<file path="config.mk">
export PLATFORM = sky130hd
export DESIGN_NAME = avalon_mm_pipelined_responder_flat
export DESIGN_NICKNAME = d
export VERILOG_FILES = /design/src/rtl/avalon_mm_pipelined_responder_pkg.sv /design/src/rtl/avalon_mm_pipelined_responder_if.sv /design/src/rtl/avalon_mm_pipelined_responder_rd_latency_pipe.sv /design/src/rtl/avalon_mm_pipelined_responder.sv /design/src/flat_wrapper.sv
export SDC_FILE = /design/constraint.sdc
export NUM_CORES = 2
export LEC_CHECK = 0
export CORE_UTILIZATION = 42
export CTS_BUF_LIST = sky130_fd_sc_hd__clkbuf_16
export DETAILED_ROUTE_END_ITERATION = 16
export PLACE_DENSITY = 0.66
export SETUP_SLACK_MARGIN = 0.2
export SYNTH_ARGS = -nofsm -noshare
export SYNTH_HDL_FRONTEND = slang
export SYNTH_SLANG_ARGS = --single-unit
</file>
<file path="constraint.sdc">
create_clock -name clk -period 68.2 [get_ports clk]
set_clock_uncertainty 0.05 [all_clocks]
set_input_delay 10.23 -clock clk [delete_from_list [all_inputs] [get_ports clk]]
set_output_delay 10.23 -clock clk [all_outputs]
set_load 0.01 [all_outputs]
</file>
<file path="src/rtl/avalon_mm_pipelined_responder_pkg.sv">
// Shared widths and helpers for the pipelined Avalon-MM responder.
package avalon_mm_pkg;

    localparam int ADDR_W     = 8;
    localparam int DATA_W     = 32;
    localparam int BE_W       = 4;
    localparam int WORD_IDX_W = 6;
    localparam int NUM_WORDS  = 1 << WORD_IDX_W;

    // Byte address to word index; the two low bits select a byte and are ignored.
    function automatic logic [WORD_IDX_W-1:0] word_index(input logic [ADDR_W-1:0] addr);
        return addr[ADDR_W-1:2];
    endfunction

    // Lane-masked write: enabled byte lanes take the incoming data, others keep the old value.
    function automatic logic [DATA_W-1:0] be_merge(
        input logic [DATA_W-1:0] old_data,
        input logic [DATA_W-1:0] wr_data,
        input logic [BE_W-1:0]   be
    );
        logic [DATA_W-1:0] merged;
        merged = old_data;
        for (int i = 0; i < BE_W; i++) begin
            if (be[i]) begin
                merged[8*i +: 8] = wr_data[8*i +: 8];
            end
        end
        return merged;
    endfunction

endpackage

</file>
<file path="src/rtl/avalon_mm_pipelined_responder_if.sv">
// Avalon-MM pipelined bus bundle between the bridge master port and the responder.
interface avalon_mm_pipelined_responder_if;
    import avalon_mm_pkg::*;

    logic [ADDR_W-1:0] address;
    logic [BE_W-1:0]   byteenable;
    logic              read;
    logic              write;
    logic [DATA_W-1:0] writedata;
    logic [DATA_W-1:0] readdata;
    logic              readdatavalid;
    logic              endofpacket;
    logic              waitrequest;

    modport master (
        output address, byteenable, read, write, writedata,
        input  readdata, readdatavalid, endofpacket, waitrequest
    );

    modport slave (
        input  address, byteenable, read, write, writedata,
        output readdata, readdatavalid, endofpacket, waitrequest
    );

endinterface

</file>
<file path="src/rtl/avalon_mm_pipelined_responder_rd_latency_pipe.sv">
// Fixed-latency read response pipeline. The last stage is the registered bus
// output; its data/eop only load on a valid entry, so they hold between responses.
module rd_latency_pipe
    import avalon_mm_pkg::*;
#(
    parameter int DEPTH = 3
) (
    input  logic              clk,
    input  logic              reset,
    input  logic              in_valid,
    input  logic              in_eop,
    input  logic [DATA_W-1:0] in_data,
    output logic              out_valid,
    output logic              out_eop,
    output logic [DATA_W-1:0] out_data,
    output logic              retire
);

    logic [DEPTH-1:0]  valid_reg;
    logic [DEPTH-1:0]  eop_reg;
    logic [DATA_W-1:0] data_reg [DEPTH];

    // Shift valid every cycle (no stall possible); payload moves only with a valid entry.
    always_ff @(posedge clk or posedge reset) begin
        if (reset) begin
            valid_reg <= '0;
            eop_reg   <= '0;
            for (int i = 0; i < DEPTH; i++) begin
                data_reg[i] <= '0;
            end
        end else begin
            valid_reg[0] <= in_valid;
            if (in_valid) begin
                eop_reg[0]  <= in_eop;
                data_reg[0] <= in_data;
            end
            for (int i = 1; i < DEPTH; i++) begin
                valid_reg[i] <= valid_reg[i-1];
                if (valid_reg[i-1]) begin
                    eop_reg[i]  <= eop_reg[i-1];
                    data_reg[i] <= data_reg[i-1];
                end
            end
        end
    end

    // A response retires on the edge that loads the output stage.
    generate
        if (DEPTH == 1) begin : g_retire_direct
            assign retire = in_valid;
        end else begin : g_retire_staged
            assign retire = valid_reg[DEPTH-2];
        end
    endgenerate

    assign out_valid = valid_reg[DEPTH-1];
    assign out_eop   = eop_reg[DEPTH-1];
    assign out_data  = data_reg[DEPTH-1];

endmodule

</file>
<file path="src/rtl/avalon_mm_pipelined_responder.sv">
// Avalon-MM pipelined responder: 64x32 register file with byte-enable writes,
// fixed-latency reads and waitrequest bounding the outstanding read count.
module avalon_mm_pipelined_responder
    import avalon_mm_pkg::*;
#(
    parameter int READ_LATENCY = 3,
    parameter int MAX_PENDING  = 2,
    parameter int EOP_WORD     = 63
) (
    input  logic                           clk,
    input  logic                           reset,
    avalon_mm_pipelined_responder_if.slave bus
);

    localparam int PEND_W = $clog2(MAX_PENDING + 1);

    logic [DATA_W-1:0]     mem_reg [NUM_WORDS];
    logic [PEND_W-1:0]     pending_reg;
    logic [WORD_IDX_W-1:0] word;
    logic                  stall;
    logic                  accept_rd;
    logic                  accept_wr;
    logic                  rd_eop;
    logic                  retire;
    logic                  pipe_valid;
    logic                  pipe_eop;
    logic [DATA_W-1:0]     pipe_data;

    assign word      = word_index(bus.address);
    // Stall depends only on the registered count, so no path from read/write.
    assign stall     = (pending_reg == PEND_W'(MAX_PENDING));
    assign accept_wr = bus.write & ~stall;
    // A read coinciding with a write is dropped; the write wins.
    assign accept_rd = bus.read & ~bus.write & ~stall;
    assign rd_eop    = (word == WORD_IDX_W'(EOP_WORD));

    // Register file with per-lane write enables.
    always_ff @(posedge clk or posedge reset) begin
        if (reset) begin
            for (int i = 0; i < NUM_WORDS; i++) begin
                mem_reg[i] <= '0;
            end
        end else if (accept_wr) begin
            mem_reg[word] <= be_merge(mem_reg[word], bus.writedata, bus.byteenable);
        end
    end

    // Outstanding read count: up on acceptance, down when a response is driven out.
    always_ff @(posedge clk or posedge reset) begin
        if (reset) begin
            pending_reg <= '0;
        end else if (accept_rd && !retire) begin
            pending_reg <= pending_reg + PEND_W'(1);
        end else if (!accept_rd && retire) begin
            pending_reg <= pending_reg - PEND_W'(1);
        end
    end

    // Read data is snapshotted here at acceptance, so later writes cannot alter it.
    rd_latency_pipe #(
        .DEPTH (READ_LATENCY)
    ) u_pipe (
        .clk       (clk),
        .reset     (reset),
        .in_valid  (accept_rd),
        .in_eop    (rd_eop),
        .in_data   (mem_reg[word]),
        .out_valid (pipe_valid),
        .out_eop   (pipe_eop),
        .out_data  (pipe_data),
        .retire    (retire)
    );

    assign bus.waitrequest   = stall;
    assign bus.readdatavalid = pipe_valid;
    assign bus.endofpacket   = pipe_eop;
    assign bus.readdata      = pipe_data;

endmodule

</file>
<file path="src/flat_wrapper.sv">
// flat-port wrapper written by rule: the top's interface ports become plain ports
module avalon_mm_pipelined_responder_flat import avalon_mm_pkg::*;
#(
    parameter int READ_LATENCY = 3,
    parameter int MAX_PENDING  = 2,
    parameter int EOP_WORD     = 63
)
  (clk, reset, bus_address, bus_byteenable, bus_read, bus_write, bus_writedata, bus_readdata, bus_readdatavalid, bus_endofpacket, bus_waitrequest);
  avalon_mm_pipelined_responder_if bus_i ();
  input  logic clk;
  input  logic reset;
  input wire logic [$bits(bus_i.address)-1:0] bus_address;
  input wire logic [$bits(bus_i.byteenable)-1:0] bus_byteenable;
  input wire logic [$bits(bus_i.read)-1:0] bus_read;
  input wire logic [$bits(bus_i.write)-1:0] bus_write;
  input wire logic [$bits(bus_i.writedata)-1:0] bus_writedata;
  output wire logic [$bits(bus_i.readdata)-1:0] bus_readdata;
  output wire logic [$bits(bus_i.readdatavalid)-1:0] bus_readdatavalid;
  output wire logic [$bits(bus_i.endofpacket)-1:0] bus_endofpacket;
  output wire logic [$bits(bus_i.waitrequest)-1:0] bus_waitrequest;
  assign bus_i.address = bus_address;
  assign bus_i.byteenable = bus_byteenable;
  assign bus_i.read = bus_read;
  assign bus_i.write = bus_write;
  assign bus_i.writedata = bus_writedata;
  assign bus_readdata = bus_i.readdata;
  assign bus_readdatavalid = bus_i.readdatavalid;
  assign bus_endofpacket = bus_i.endofpacket;
  assign bus_waitrequest = bus_i.waitrequest;
  avalon_mm_pipelined_responder #(.READ_LATENCY(READ_LATENCY), .MAX_PENDING(MAX_PENDING), .EOP_WORD(EOP_WORD)) u_core (.clk(clk), .reset(reset), .bus(bus_i));
endmodule
</file>
* Yosys cells after proc, flatten, opt, wreduce, memory -nomap -nowiden
Cells that the tools add are included.
** Word-level totals
- Register bits after elaboration :: 2152
- Input bits :: 48
- Logic and storage cells :: 106
** Operators by class
- Bitwise gates (word level) :: 6
- Muxes and demuxes :: 16
- Equal/unequal tests :: 2
- Add/subtract/negate cells :: 2
- Reductions and logical operators :: 6
- Magnitude comparators :: 2
** Operators with widths (count)
- $bwmux 2048 :: 1
- $bmux 32 s6 :: 1
- $demux 32 s6 :: 1
- $mux 32 :: 3
- $mux 8 :: 8
- $ge 7x7->1 const B :: 1
- $lt 7x1->1 const B :: 1
- $not 6->7 :: 1
- $eq 6x6->1 const B :: 1
- $mux 2 :: 2
- $and 1x1->1 :: 3
- $logic_and 1x1->1 :: 3
- $add 2x1->2 const B :: 1
- $eq 2x2->1 const B :: 1
- $logic_not 1->1 :: 2
- $not 1->1 :: 2
- $reduce_bool 2->1 :: 1
- $sub 2x1->2 const B :: 1

* Longest topological paths before layout
- Depth after elaboration :: 7
- Gate-level depth with buffers :: 15
- Gate-level depth less buffers :: 7

* Hierarchy
From an unflattened synthesis, not the netlist that was laid out.
** Unflattened totals
- Cells, all modules :: 9008
- Area total of the unflattened synthesis :: 93688.6 um^2
** Modules (own cells, without submodules)
- avalon_mm_pipelined_responder :: times used 1, cells an instance 8762, area each 89225.6 um^2, sequential area each 51299.2 um^2
- rd_latency_pipe :: times used 1, cells an instance 246, area each 4463.0 um^2, sequential area each 2552.4 um^2

* Worst setup path before layout
OpenSTA, ideal clock, no wires.
- Kind :: input-to-reg
- Start :: input port bus_address[4]
- End :: register u_core.mem_reg[1017] (netlist bit)
- Slack :: 55399 ps
- Path buffers :: 6
- Stages :: 13
- Arrival time :: 12626 ps
- Setup time :: 125 ps
- Cell sequence :: buf_6 buf_6 buf_6 buf_2 buf_2 mux2_2 a32o_1 a211oi_1 o22ai_1 nor4_2 a21oi_2 buf_2 mux2_2
** On the way
- Longest elaborated chain between the ends :: 7
** RTL lines
- from (decl) :: line flat_wrapper.sv:12 : input wire logic [$bits(bus_i.address)-1:0] bus_address;
- $not 6->7 (not written as such) * :: line avalon_mm_pipelined_responder.sv:44 : mem_reg[word] <= be_merge(mem_reg[word], bus.writedata, bus.byteenable);
- $bmux 32 s6 :: line avalon_mm_pipelined_responder.sv:44
- $mux 32 (not written as such) (2 in a row) :: line avalon_mm_pipelined_responder.sv:44
- $mux 8 :: line avalon_mm_pipelined_responder_pkg.sv:24 : if (be[i]) begin
- $mux 8 :: line avalon_mm_pipelined_responder.sv:43 : end else if (accept_wr) begin
- $bwmux 2048 * :: line avalon_mm_pipelined_responder.sv:44
- to (signal, indexed assignment) :: line avalon_mm_pipelined_responder.sv:44
- to (decl) :: line avalon_mm_pipelined_responder.sv:17 : logic [DATA_W-1:0] mem_reg [NUM_WORDS];
Every way passes the cells marked *; elsewhere a longest branch is shown, timed or not. The select of a mux whose other input is x is not followed.
A chain may end at the register's enable or synchronous reset.

* Worst setup path after layout
- Start :: input port bus_address[2]
- End :: register u_core.mem_reg[1906] (netlist bit)
Same word-level chain as after synthesis.

==> key figures <==
Synthesis
  – Top cells by count, synth: dfrtp_1 (2152), nand2_1 (1601), o21ai_0 (1513)
  – Asr flop ratio synth: 100%
  – Mean Syn Cell Area: ~11 sq um
  – Sequential area share after synthesis: 56.4%
  – Post-synth top flop: dfrtp_1
  – Syn. warnings: 0
  – Synth top area share: roughly 56%
  – Synth Register Bits: around 2200
  – Cell variety after synth: 83
  – EDFF count, synth: 0
  – Syn Nets: 8890
  – Synth area leader: dfrtp_1
  – Top-count cell post-synth: dfrtp_1
  – Gate Count Post-Synth: between 8000 and 9000
  – Cell Area, Synth: ~95000 sq um
  – Largest cells by area after synthesis: dfrtp_1 (56%), mux2_2 (9.1%), o21ai_0 (7.9%)

Cells and area
  – Layout cells sized above 1: between 15 and 20%
  – Layout area overhead: 8.94%
  – Multi-input logic area: about 38000 sq um
  – Max reg flops: about 2000
  – Final #Nets: 8420
  – Fill cell count: about 20000
  – Register area: about 54000 sq um

Route
  – DR WL/cell: a little under 30 microns
  – Final ANT Viol Nets: 0
  – First-pass DRT Iterations: 8
  – Via density: 6.38
  – DRC Markers: 0
  – Via count: about 74000
  – Routed wire length: between 300000 and 400000 microns
  – DR iter-0 viols: 10158

Floorplan
  – Die ar.: around 230000 sq um
  – Starting Density: 42.4%
  – Die Ht: 479 microns
  – Die width: between 400 and 500 microns
  – IO Count: 83
  – Core Region: about 230000 sq um
  – Row cnt: roughly 170

Worst hold path
  – Worst hold start: u_core.mem_reg[844]$_DFFE_PP0P_
  – Hold WC Path Type: reg2reg

CTS
  – Clock Tree Root: clkbuf_16
  – Worst-path clk slew: ~60 ps
  – Sink Count: ~2200
  – Post-cts sizing count: 0
  – Worst-Skew Late Latency: ~870 ps
  – H-Tree Depth: 4
  – Post-CTS Hold Buffers: 0
  – Max Buffers Root-to-Sink: 3
  – Total CTS buffers: between 200 and 250
  – Setup bufs post-CTS: 0
  – CTS tree: built

STA
  – Final WS setup: 51740 ps
  – # setup viols final: 0
  – Final hold vios: 0
  – Fmax: between 0.06 and 0.07 GHz
  – Min cycle time layout: 16460 ps
  – Setup TNS: 0 ps
  – Max-slew violation count: 0
  – Relative slew slack: 9.17%
  – Unrepaired setup endpoints after global routing: false
  – Worst hold slack: 422 ps
  – Worst slew pin tran: about 1400 ps
  – Final period utilization: 24.1%

Run status
  – Run status: completed

Global routing
  – Initial antenna violation count: 11
  – Pin count of the biggest net entering global routing: ~190
  – Total GRT Usage: between 20% and 30%
  – First-pass GRT wire length: 496000 microns
  – Number of global-route vias before repair: approximately 71000
  – Remaining global-route overflow: 0

Setup path
  – Critical Path RT: between 60000 and 70000 ps
  – Flop-to-flop setup slack: ~64000 ps
  – Setup CP Type: in2reg
  – Buf+Inv Stages, Crit Path: 10
  – CP max-delay cell: nand4bb_1
  – CP startpoint: bus_address[2]
  – Crit-path leading delay family: buffers and inverters
  – CP startpoint kind: input pin
  – Critical path endpoint category: register
  – Maximum fanout along the worst path: 93
  – Max incr delay on CP: about 680 ps
  – Arrival @ worst endpoint: 17100 ps
  – Worst R2R Start: u_core.pending_reg[0]$_DFFE_PP0P_
  – Cells along the critical path: buf_8, buf_12, buf_4, buf_4, buf_4, nor2_4, buf_12, buf_12, buf_4, buf_4, a22o_1, a221oi_1, o22ai_1, nand4bb_1, mux2i_4, buf_4, o21ai_0
  – Cell repeated most along the worst path: buf_4

Pwr
  – Worst vdd ir: ~0.029 mV
  – Pwr dens: 31.4 nW/um^2
  – Power Total: about 3.3 mW
  – P_leak: 46.5 nW

Placed design
  – Port Buffers: 80
  – DP HPWL: around 180000 microns
  – GP Congestion: 0.852
  – Worst slack at placement: between 50000 and 60000 ps

Job
  – Max Cap Viol: 0
==> worst reg2reg max path, stage by stage (launching register included) <==
cell and delay [ps]:
dfrtp_1 390, nand2b_1 180, nand2_1 380, nor3_2 1160, nand2_2 770, buf_4 590
mux2_2 410
==> cells by family after synthesis <==
| kind of cell | count (synthesis) | synth area share [%] |
|---|---|---|
| mux | 900 | 10.8 |
| flops | 2152 | 56.4 |
| simple gates | 2051 | 9.47 |
| compound gates | 2766 | 18.2 |
| fa+ha+maj | 1 | 0.0131 |
| buf+inv | 968 | 5.08 |
| xor+xnor | 3 | 0.0275 |
==> power breakdown <==
group	internal [mW]	leakage (nW)	switching, mW
Clock	0.595	3.29	0.506
Combinational	0.214	14.2	0.291
Sequential	1.52	29.0	0.138
==> final timing paths <==
check | cells past startpoint | endpoint
hold / removal | 2 | u_core.mem_reg[844]$_DFFE_PP0P_
setup / recovery | 17 | u_core.mem_reg[1906]$_DFFE_PP0P_
hold reg to reg | 2 | u_core.mem_reg[844]$_DFFE_PP0P_
max in group asynchronous | 8 | u_core.mem_reg[1799]$_DFFE_PP0P_
min in group asynchronous | 2 | u_core.mem_reg[905]$_DFFE_PP0P_
setup reg to reg | 6 | u_core.mem_reg[1465]$_DFFE_PP0P_
==> per-layer routing <==
layer,vias to the layer above,share of wire [%],track usage (%),wire length (microns)
li1,30897,-,-,-
met1,37169,38,37.4,130000
met2,4473,44,45.7,153000
met3,1078,11,7.51,37200
met4,14,6.7,17.1,23100
met5,-,0.048,0.269,166
==> stage by stage <==
step | cell area (sq um) | cells | utilization [%]
2_1_floorplan | 95500 | 8841 | -
3_3_place_gp | 97600 | 11150 | 43.3
3_5_place_dp | 97600 | 11151 | 43.3
4_1_cts | 104000 | 11534 | 46.1
5_1_grt | 104000 | 11537 | 46.1
6_report | 104000 | 11541 | 46.1
==> placed cells by master, fill, tap and decap left out, drive strengths merged, types with 21 or more instances in the layout <==
cell type and count:
dfrtp 2152, nand2 1601, o21ai 1563, mux2 774, a221oi 475, clkbuf 212, buf 191, a22oi 163
o22ai 153, a21oi 110, clkinv 105, mux2i 103, nand3b 78, clkdlybuf4s50 77, nand3 72, inv 67
nor2 52, a22o 50, or3b 46, and3b 44, nand2b 29, o22a 28, o221ai 26, a221o 26
and3 25, a32oi 24, nor3b 24, nor3 24, mux4 23, a31oi 21
==> area by class of cell <==
| cell class | instances | share of cell area [%] |
|---|---|---|
| Timing Repair Buffer | 268 | 2.31 |
| Clock buffer | 212 | 5.10 |
| Multi-Input combinational cell | 5721 | 36.1 |
| Inverter | 18 | 0.0830 |
| Antenna cell | 7 | 0.0168 |
| Clock inverter | 171 | 1.03 |
| Tap cell | 2992 | 3.60 |
| Sequential cell | 2152 | 51.8 |
Note: power is estimated with default switching activity, not from simulation.
